### src/rtl/sprite_pkg.sv
// Purpose: shared constants and types for the sprite pixel reader.
//   COORD_W/COLOR_W/DIM_LOG2/KEY_COLOR : default geometry and transparency key
//   pos_state_t                        : position handshake FSM states
//   PIPE_LAT                           : pixel-in to rgb-out latency in clk
package sprite_pkg;

  localparam int unsigned COORD_W  = 10;
  localparam int unsigned COLOR_W  = 12;
  localparam int unsigned DIM_LOG2 = 5;
  localparam logic [COLOR_W-1:0] KEY_COLOR = 12'hFFF;
  localparam int unsigned PIPE_LAT = 3;

  typedef enum logic {
    IDLE    = 1'b0,
    PENDING = 1'b1
  } pos_state_t;

endpackage

### src/rtl/sprite_pos_latch.sv
// Purpose: accepts a new sprite position through a valid/ready slot and applies
// it (plus the visibility request) only at frame_tick, so a frame never tears.
//   clk_i, reset_i          : clock, async active-high reset
//   frame_tick_i            : start-of-vblank pulse
//   pos_valid_i/pos_ready_o : position offer handshake
//   pos_x_i, pos_y_i        : offered top-left corner
//   sprite_en_i             : requested visibility, sampled at frame_tick
//   act_x_o, act_y_o, act_en_o : position/enable used by the current frame
module sprite_pos_latch
  import sprite_pkg::*;
#(
  parameter int unsigned        COORD_W = sprite_pkg::COORD_W,
  parameter logic [COORD_W-1:0] RESET_X = '0,
  parameter logic [COORD_W-1:0] RESET_Y = '0
) (
  input  logic               clk_i,
  input  logic               reset_i,
  input  logic               frame_tick_i,
  input  logic               pos_valid_i,
  output logic               pos_ready_o,
  input  logic [COORD_W-1:0] pos_x_i,
  input  logic [COORD_W-1:0] pos_y_i,
  input  logic               sprite_en_i,
  output logic [COORD_W-1:0] act_x_o,
  output logic [COORD_W-1:0] act_y_o,
  output logic               act_en_o
);

  pos_state_t         state_q;
  logic               ready_q;
  logic [COORD_W-1:0] pend_x_q, pend_y_q;
  logic [COORD_W-1:0] act_x_q, act_y_q;
  logic               act_en_q;

  // A capture in IDLE ignores a coincident tick; that value waits for the next one.
  always_ff @(posedge clk_i or posedge reset_i) begin
    if (reset_i) begin
      state_q  <= IDLE;
      ready_q  <= 1'b1;
      pend_x_q <= '0;
      pend_y_q <= '0;
      act_x_q  <= RESET_X;
      act_y_q  <= RESET_Y;
      act_en_q <= 1'b0;
    end else begin
      if (frame_tick_i) act_en_q <= sprite_en_i;
      case (state_q)
        IDLE: begin
          if (pos_valid_i) begin
            pend_x_q <= pos_x_i;
            pend_y_q <= pos_y_i;
            state_q  <= PENDING;
            ready_q  <= 1'b0;
          end
        end
        PENDING: begin
          if (frame_tick_i) begin
            act_x_q <= pend_x_q;
            act_y_q <= pend_y_q;
            state_q <= IDLE;
            ready_q <= 1'b1;
          end
        end
        default: begin
          state_q <= IDLE;
          ready_q <= 1'b1;
        end
      endcase
    end
  end

  assign pos_ready_o = ready_q;
  assign act_x_o     = act_x_q;
  assign act_y_o     = act_y_q;
  assign act_en_o    = act_en_q;

endmodule

### src/rtl/sprite_pixel_reader.sv
// Purpose: maps the raw VGA scan onto a movable, optionally scaled 32x32
// sprite ROM, realigns the ROM colour with the scan and keys it over bg_rgb.
//   clk, reset                 : pixel clock, async active-high reset
//   pixel_x/pixel_y/video_on/bg_rgb : scan inputs, mutually aligned
//   frame_tick, pos_*, sprite_en_in : position update interface
//   rom_row/rom_col -> rom_color    : synchronous-read ROM port
//   rgb_out, sprite_hit        : final colour, PIPE_LAT clk after the scan
module sprite_pixel_reader
  import sprite_pkg::*;
#(
  parameter int unsigned        COORD_W     = sprite_pkg::COORD_W,
  parameter int unsigned        COLOR_W     = sprite_pkg::COLOR_W,
  parameter int unsigned        DIM_LOG2    = sprite_pkg::DIM_LOG2,
  parameter int unsigned        SCALE_SHIFT = 0,
  parameter logic [COLOR_W-1:0] KEY_COLOR   = sprite_pkg::KEY_COLOR,
  parameter logic [COORD_W-1:0] RESET_X     = '0,
  parameter logic [COORD_W-1:0] RESET_Y     = '0
) (
  input  logic                clk,
  input  logic                reset,
  input  logic [COORD_W-1:0]  pixel_x,
  input  logic [COORD_W-1:0]  pixel_y,
  input  logic                video_on,
  input  logic [COLOR_W-1:0]  bg_rgb,
  input  logic                frame_tick,
  input  logic                pos_valid,
  output logic                pos_ready,
  input  logic [COORD_W-1:0]  pos_x,
  input  logic [COORD_W-1:0]  pos_y,
  input  logic                sprite_en_in,
  output logic [DIM_LOG2-1:0] rom_row,
  output logic [DIM_LOG2-1:0] rom_col,
  input  logic [COLOR_W-1:0]  rom_color,
  output logic [COLOR_W-1:0]  rgb_out,
  output logic                sprite_hit
);

  localparam int unsigned DW   = COORD_W + 1;
  localparam int unsigned SPAN = 1 << (DIM_LOG2 + SCALE_SHIFT);
  // Side-band stages before the output register (address reg + ROM reg).
  localparam int unsigned SB   = PIPE_LAT - 1;

  logic [COORD_W-1:0] act_x, act_y;
  logic               act_en;

  sprite_pos_latch #(
    .COORD_W (COORD_W),
    .RESET_X (RESET_X),
    .RESET_Y (RESET_Y)
  ) u_pos (
    .clk_i        (clk),
    .reset_i      (reset),
    .frame_tick_i (frame_tick),
    .pos_valid_i  (pos_valid),
    .pos_ready_o  (pos_ready),
    .pos_x_i      (pos_x),
    .pos_y_i      (pos_y),
    .sprite_en_i  (sprite_en_in),
    .act_x_o      (act_x),
    .act_y_o      (act_y),
    .act_en_o     (act_en)
  );

  // Stage 0: one extra bit makes a scan left of / above the sprite negative,
  // so the box test clips instead of wrapping to column/row 0.
  logic [DW-1:0] dx_d, dy_d;
  logic          in_box_d;

  assign dx_d = {1'b0, pixel_x} - {1'b0, act_x};
  assign dy_d = {1'b0, pixel_y} - {1'b0, act_y};
  assign in_box_d = act_en & video_on
                  & ~dx_d[DW-1] & ~dy_d[DW-1]
                  & (dx_d < DW'(SPAN)) & (dy_d < DW'(SPAN));

  logic [DIM_LOG2-1:0] rom_row_q, rom_col_q;
  logic [SB-1:0]       in_box_q, vid_q;
  logic [COLOR_W-1:0]  bg_q [SB];

  // Stage 1 address register and side-band delay line matching the ROM read.
  always_ff @(posedge clk or posedge reset) begin
    if (reset) begin
      rom_row_q <= '0;
      rom_col_q <= '0;
      in_box_q  <= '0;
      vid_q     <= '0;
      for (int i = 0; i < int'(SB); i++) bg_q[i] <= '0;
    end else begin
      rom_row_q   <= in_box_d ? dy_d[SCALE_SHIFT +: DIM_LOG2] : '0;
      rom_col_q   <= in_box_d ? dx_d[SCALE_SHIFT +: DIM_LOG2] : '0;
      in_box_q[0] <= in_box_d;
      vid_q[0]    <= video_on;
      bg_q[0]     <= bg_rgb;
      for (int i = 1; i < int'(SB); i++) begin
        in_box_q[i] <= in_box_q[i-1];
        vid_q[i]    <= vid_q[i-1];
        bg_q[i]     <= bg_q[i-1];
      end
    end
  end

  logic [COLOR_W-1:0] rgb_q;
  logic               hit_q;

  // Stage 3: blank, opaque sprite texel, or background.
  always_ff @(posedge clk or posedge reset) begin
    if (reset) begin
      rgb_q <= '0;
      hit_q <= 1'b0;
    end else if (!vid_q[SB-1]) begin
      rgb_q <= '0;
      hit_q <= 1'b0;
    end else if (in_box_q[SB-1] && (rom_color != KEY_COLOR)) begin
      rgb_q <= rom_color;
      hit_q <= 1'b1;
    end else begin
      rgb_q <= bg_q[SB-1];
      hit_q <= 1'b0;
    end
  end

  assign rom_row    = rom_row_q;
  assign rom_col    = rom_col_q;
  assign rgb_out    = rgb_q;
  assign sprite_hit = hit_q;

endmodule

### config.mk
export PLATFORM = sky130hd
export DESIGN_NAME = sprite_pixel_reader
export DESIGN_NICKNAME = d
export VERILOG_FILES = /design/src/rtl/sprite_pkg.sv /design/src/rtl/sprite_pos_latch.sv /design/src/rtl/sprite_pixel_reader.sv
export SDC_FILE = /design/constraint.sdc
export NUM_CORES = 1
export LEC_CHECK = 0
export CAP_MARGIN = 15
export CORE_MARGIN = 8
export CORE_UTILIZATION = 45
export DETAILED_ROUTE_END_ITERATION = 8
export HOLD_SLACK_MARGIN = 0.02
export PLACE_DENSITY_LB_ADDON = 0.3
export SLEW_MARGIN = 15
export SYNTH_ARGS = -nofsm -noshare
export SYNTH_HDL_FRONTEND = slang
export SYNTH_SLANG_ARGS = --single-unit
### constraint.sdc
create_clock -name clk -period 3.1 [get_ports clk]
set_clock_uncertainty 0.1 [all_clocks]
set_input_delay 0.465 -clock clk [delete_from_list [all_inputs] [get_ports clk]]
set_output_delay 0.465 -clock clk [all_outputs]
set_load 0.02 [all_outputs]
==> key figures <==
Place
  – Detailed Place HPWL: 6.96 mm
  – Global placer's final weighted congestion: 0.804
  – DP Cell Count: 561
  – Worst slack at placement: -334 ps
  – Count of port buffers added during placement: 93

GRT
  – Most used routing layer in global routing: met2
  – Initial antenna violation count: 0
  – Global-route met3 utilization: 4.15%
  – Residual overflow from global routing: 0
  – Maximum number of pins on one net before global-route repair: 42
  – Overall global routing resource usage: 14.4%
  – Via count of the first global-routing pass: 3084
  – Global-route wire length before repair: 14.7 mm
  – Met2 track demand over resource: 23.6%
  – M1 GR Usage: 17.9%

CTS
  – Number of clock sinks: 94
  – Insertion delay of the later-clocked pin in the worst-skew pair: 350 ps
  – CTS H-Tree Depth: 3
  – Number of buffers inserted by hold repair at cts: 0
  – Clock tree from TritonCTS: done
  – Largest buffer count on any clock path: 2
  – Clock root buffer: clkbuf_8
  – Clock-pin slew on the worst setup and hold paths: 100 ps
  – Num CTS Buffers: 9

STA
  – Final number of hold-violating endpoints: 0
  – Max-slew violations: 0
  – Post-route worst setup slack: 153 ps
  – Relative max-transition margin: 59.7%
  – Period minus WS final: 2950 ps
  – Worst slew pin tran: 604 ps
  – Final setup viols: 0
  – Final cycle utilization of the critical path: 95.1%
  – Setup repair after global routing missed its margin: false
  – Peak clock frequency supported by timing: 339 MHz

Yosys
  – Cell variety after synth: 49
  – Post-synthesis compound-gate area fraction: 9.57%
  – Avg Inst Size Synth: 12.8 um2
  – Post-Synthesis Cells: 329
  – Post-synthesis sequential element count: 94
  – Cell area after technology mapping: 4210 um2
  – Combinational family with the most area after synthesis: multiplexers
  – Yosys synthesis warning count: 0
  – Post-Synth Simple-Gate Area: 7.90%
  – Synthesized-area fraction occupied by adder cells: 6.89%
  – Mapped Nets: 421
  – Mux contribution to synthesized area: 14.1%
  – Post-synthesis share of cell area spent on xor and xnor gates: 2.08%
  – Post-synthesis sequential area ratio: 55.9%

Min path
  – Hold Crit Class: reg2reg

Final layout
  – Number of fillers in the final layout: 745
  – Layout cell share with drive strength beyond 1: 25.9%
  – Final Net Count: 554
  – Post-route insts no fill: 578
  – Area growth syn-to-layout: 36.8%
  – Antenna diodes: 0

Routing
  – Number of remaining DRC errors: 0
  – Detailed-route wire length per cell: 15.1 um
  – Total iterations of the first detailed-routing run: 4
  – Detailed-route wire length: 8.71 mm
  – Total vias in the final route: 2891
  – DR iter-0 viols: 111
  – Number of vias per cell: 5.00
  – Final antenna-violating net count: 0

Critical path
  – Nature of the critical path endpoint: flip-flop
  – Cell family with the largest share of critical-path delay: compound AO/OA/AOI/OAI gates
  – Worst r2r dst: rom_col[3]
  – Crit path max-delay cell type: or4_4
  – Crit path buf inv count: 3
  – Critical Path, Cell by Cell: clkdlybuf4s50_1 -> inv_1 -> ha_1 -> inv_1 -> fa_1 -> a211oi_2 -> o21ai_0 -> xnor2_1 -> nand4_1 -> or4_4 -> a2111oi_4
  – Critical R2R Launch: u_pos.act_y_o[0]
  – Data arrival time of the critical path: 3100 ps
  – Highest net fanout along the worst path: 2
  – WP data required: 3260 ps
  – Launching element of the worst setup path: pixel_y[0]
  – Largest stage delay, worst path: 570 ps
  – Worst-case reg-to-reg path depth: 9
  – Stages on the worst setup path: 11
  – Cell repeated most along the worst path: inv_1
  – Setup Crit Path Kind: in2reg
  – Worst reg-to-reg setup slack: 340 ps
  – Worst Setup Start Kind: primary input
  – Destination of the critical timing path: rom_col[3]

Floorplan
  – Starting density of the core: 46.0%
  – X dimension of the die: 113 um
  – Die area: 12700 um2
  – Number of placement rows: 35
  – Floorplan Core Area: 9150 um2
  – I/O pin total: 94
  – Vertical die dimension: 113 um

Power
  – Total power after layout: 3.88 mW
  – Max rail drop VDD: 0.401 mV
  – P_leak: 2.60 nW
  – Cell Pwr Density: 673 nW/um2

Run
  – Max-cap violation count: 0

Run status
  – Result of the run: finished clean
logic make-up after synthesis:
kind of cell               after synthesis
and+or+nand+nor                         59
adders and majority gates               22
xor gates and xnor gates                10
muxes                                   54
DFF                                     94
AOI/OAI and AO/OA                       54
buffers and inverters                   36
registers in the layout, indices dropped and copies added (netlist names):
name and flops:
vid_q 2, u_pos.act_y_o 10, u_pos.act_x_o 10, in_box_q 2, rgb_out 12, rom_row 5
u_pos.act_en_o 1, rom_col 5, u_pos.pend_x_q 10, u_pos.pend_y_q 10, sprite_hit 1, u_pos.pos_ready_o 1
bg_q 24, u_pos.state_q 1
per-stage QoR:
step / setup TNS, ps / instance area (um2) / hold WS [ps] / util [%]
2_1_floorplan: 0 / 4210 / 231 / -
6_report: 0 / 5760 / 257 / 62.9
5_1_grt: 0 / 5760 / 267 / 62.9
3_3_place_gp: -2320 / 5540 / 233 / 60.5
4_1_cts: 0 / 5730 / 259 / 62.6
3_5_place_dp: -3270 / 5540 / 235 / 60.5
report_power, final:
| part | switching (mW) | total [mW] | internal, mW | leakage [nW] |
|---|---|---|---|---|
| logic | 0.759 | 1.59 | 0.835 | 1.37 |
| registers | 0.0927 | 1.52 | 1.43 | 1.14 |
| clock network | 0.452 | 0.761 | 0.310 | 0.0903 |
worst min path at each step:
stage          cells past startpoint  slack [ps]       end     start
4_1_cts                            0         260   bg_q[6]  bg_q[18]
5_1_grt                            0         270  vid_q[1]  vid_q[0]
3_3_place_gp                       0         230  bg_q[10]  bg_q[22]
3_5_place_dp                       0         230   bg_q[6]  bg_q[18]
2_1_floorplan                      0         230   bg_q[0]  bg_q[12]
6_report                           0         260   bg_q[7]  bg_q[19]
routing by layer:
layer,routed length (um),vias to the layer above
met5,0,-
met4,93,0
met3,539,10
met2,4120,89
met1,3960,1370
li1,-,1422
cell usage after synthesis, drive strengths merged:
cell type   n  area (um2)
o31a        1        10.0
o31ai       2        15.0
mux2i      13         130
or4         1        11.3
ha         20         250
nor4        1        6.26
nand2       9        33.8
o311ai      1        8.76
mux2       41         462
dfrtp      93        2330
fa          2        40.0
xnor2       8        70.1
o21ai       7        38.8
nand3       2        10.0
nand3b      1        7.51
xor2        2        17.5
nor3       10        95.1
or3         1        6.26
nor2       21        78.8
o2111ai     2        23.8
o22ai       1        6.26
inv        28         105
nand4       4        25.0
nor2b       5        31.3
a211oi      4        35.0
a2111oi     3        51.3
o32ai       2        17.5
a21oi      15        78.8
and4        1        8.76
a21o        6        46.3
dfstp       1        26.3
clkbuf      5        18.8
a31oi       3        18.8
o21a        3        22.5
a21boi      1        7.51
nand2b      2        12.5
o211ai      3        22.5
buf         3        27.5
and3        1        6.26
layout make-up:
| class | count | area (um2) | share of cell area, % |
|---|---|---|---|
| Clock inverter | 7 | 63.8 | 1.11 |
| Multi-Input combinational cell | 199 | 1740 | 30.1 |
| Tap cell | 111 | 139 | 2.41 |
| Inverter | 28 | 106 | 1.85 |
| Clock buffer | 9 | 124 | 2.15 |
| Sequential cell | 94 | 2350 | 40.9 |
| Timing Repair Buffer | 130 | 1240 | 21.5 |
cells in the final DEF, fill, tap and decap left out, types with 3 or more instances in the layout:
cell | synthesis | layout
nor3_2 | 9 | 9
mux2_2 | 41 | 41
buf_4 | 0 | 34
a211oi_2 | 1 | 3
clkbuf_8 | 0 | 9
xnor2_1 | 8 | 8
o21a_1 | 3 | 3
o211ai_1 | 3 | 3
a21oi_1 | 14 | 14
mux2i_1 | 13 | 13
o21ai_0 | 4 | 4
nor2b_1 | 5 | 4
inv_1 | 28 | 27
a21o_1 | 5 | 5
clkdlybuf4s50_1 | 0 | 93
nand4_1 | 4 | 4
ha_1 | 20 | 20
a31oi_1 | 3 | 3
nand2_1 | 9 | 9
dfrtp_1 | 93 | 93
nor2_1 | 21 | 21
timing repair:
| action | CTS | global route |
|---|---|---|
| endpoints found under the hold margin | 0 | 0 |
| endpoints found under the setup margin | 0 | 11 |
| gates resized for setup | 0 | 7 |
| setup buffers | 0 | 1 |
(Power assumes the default switching activity.)
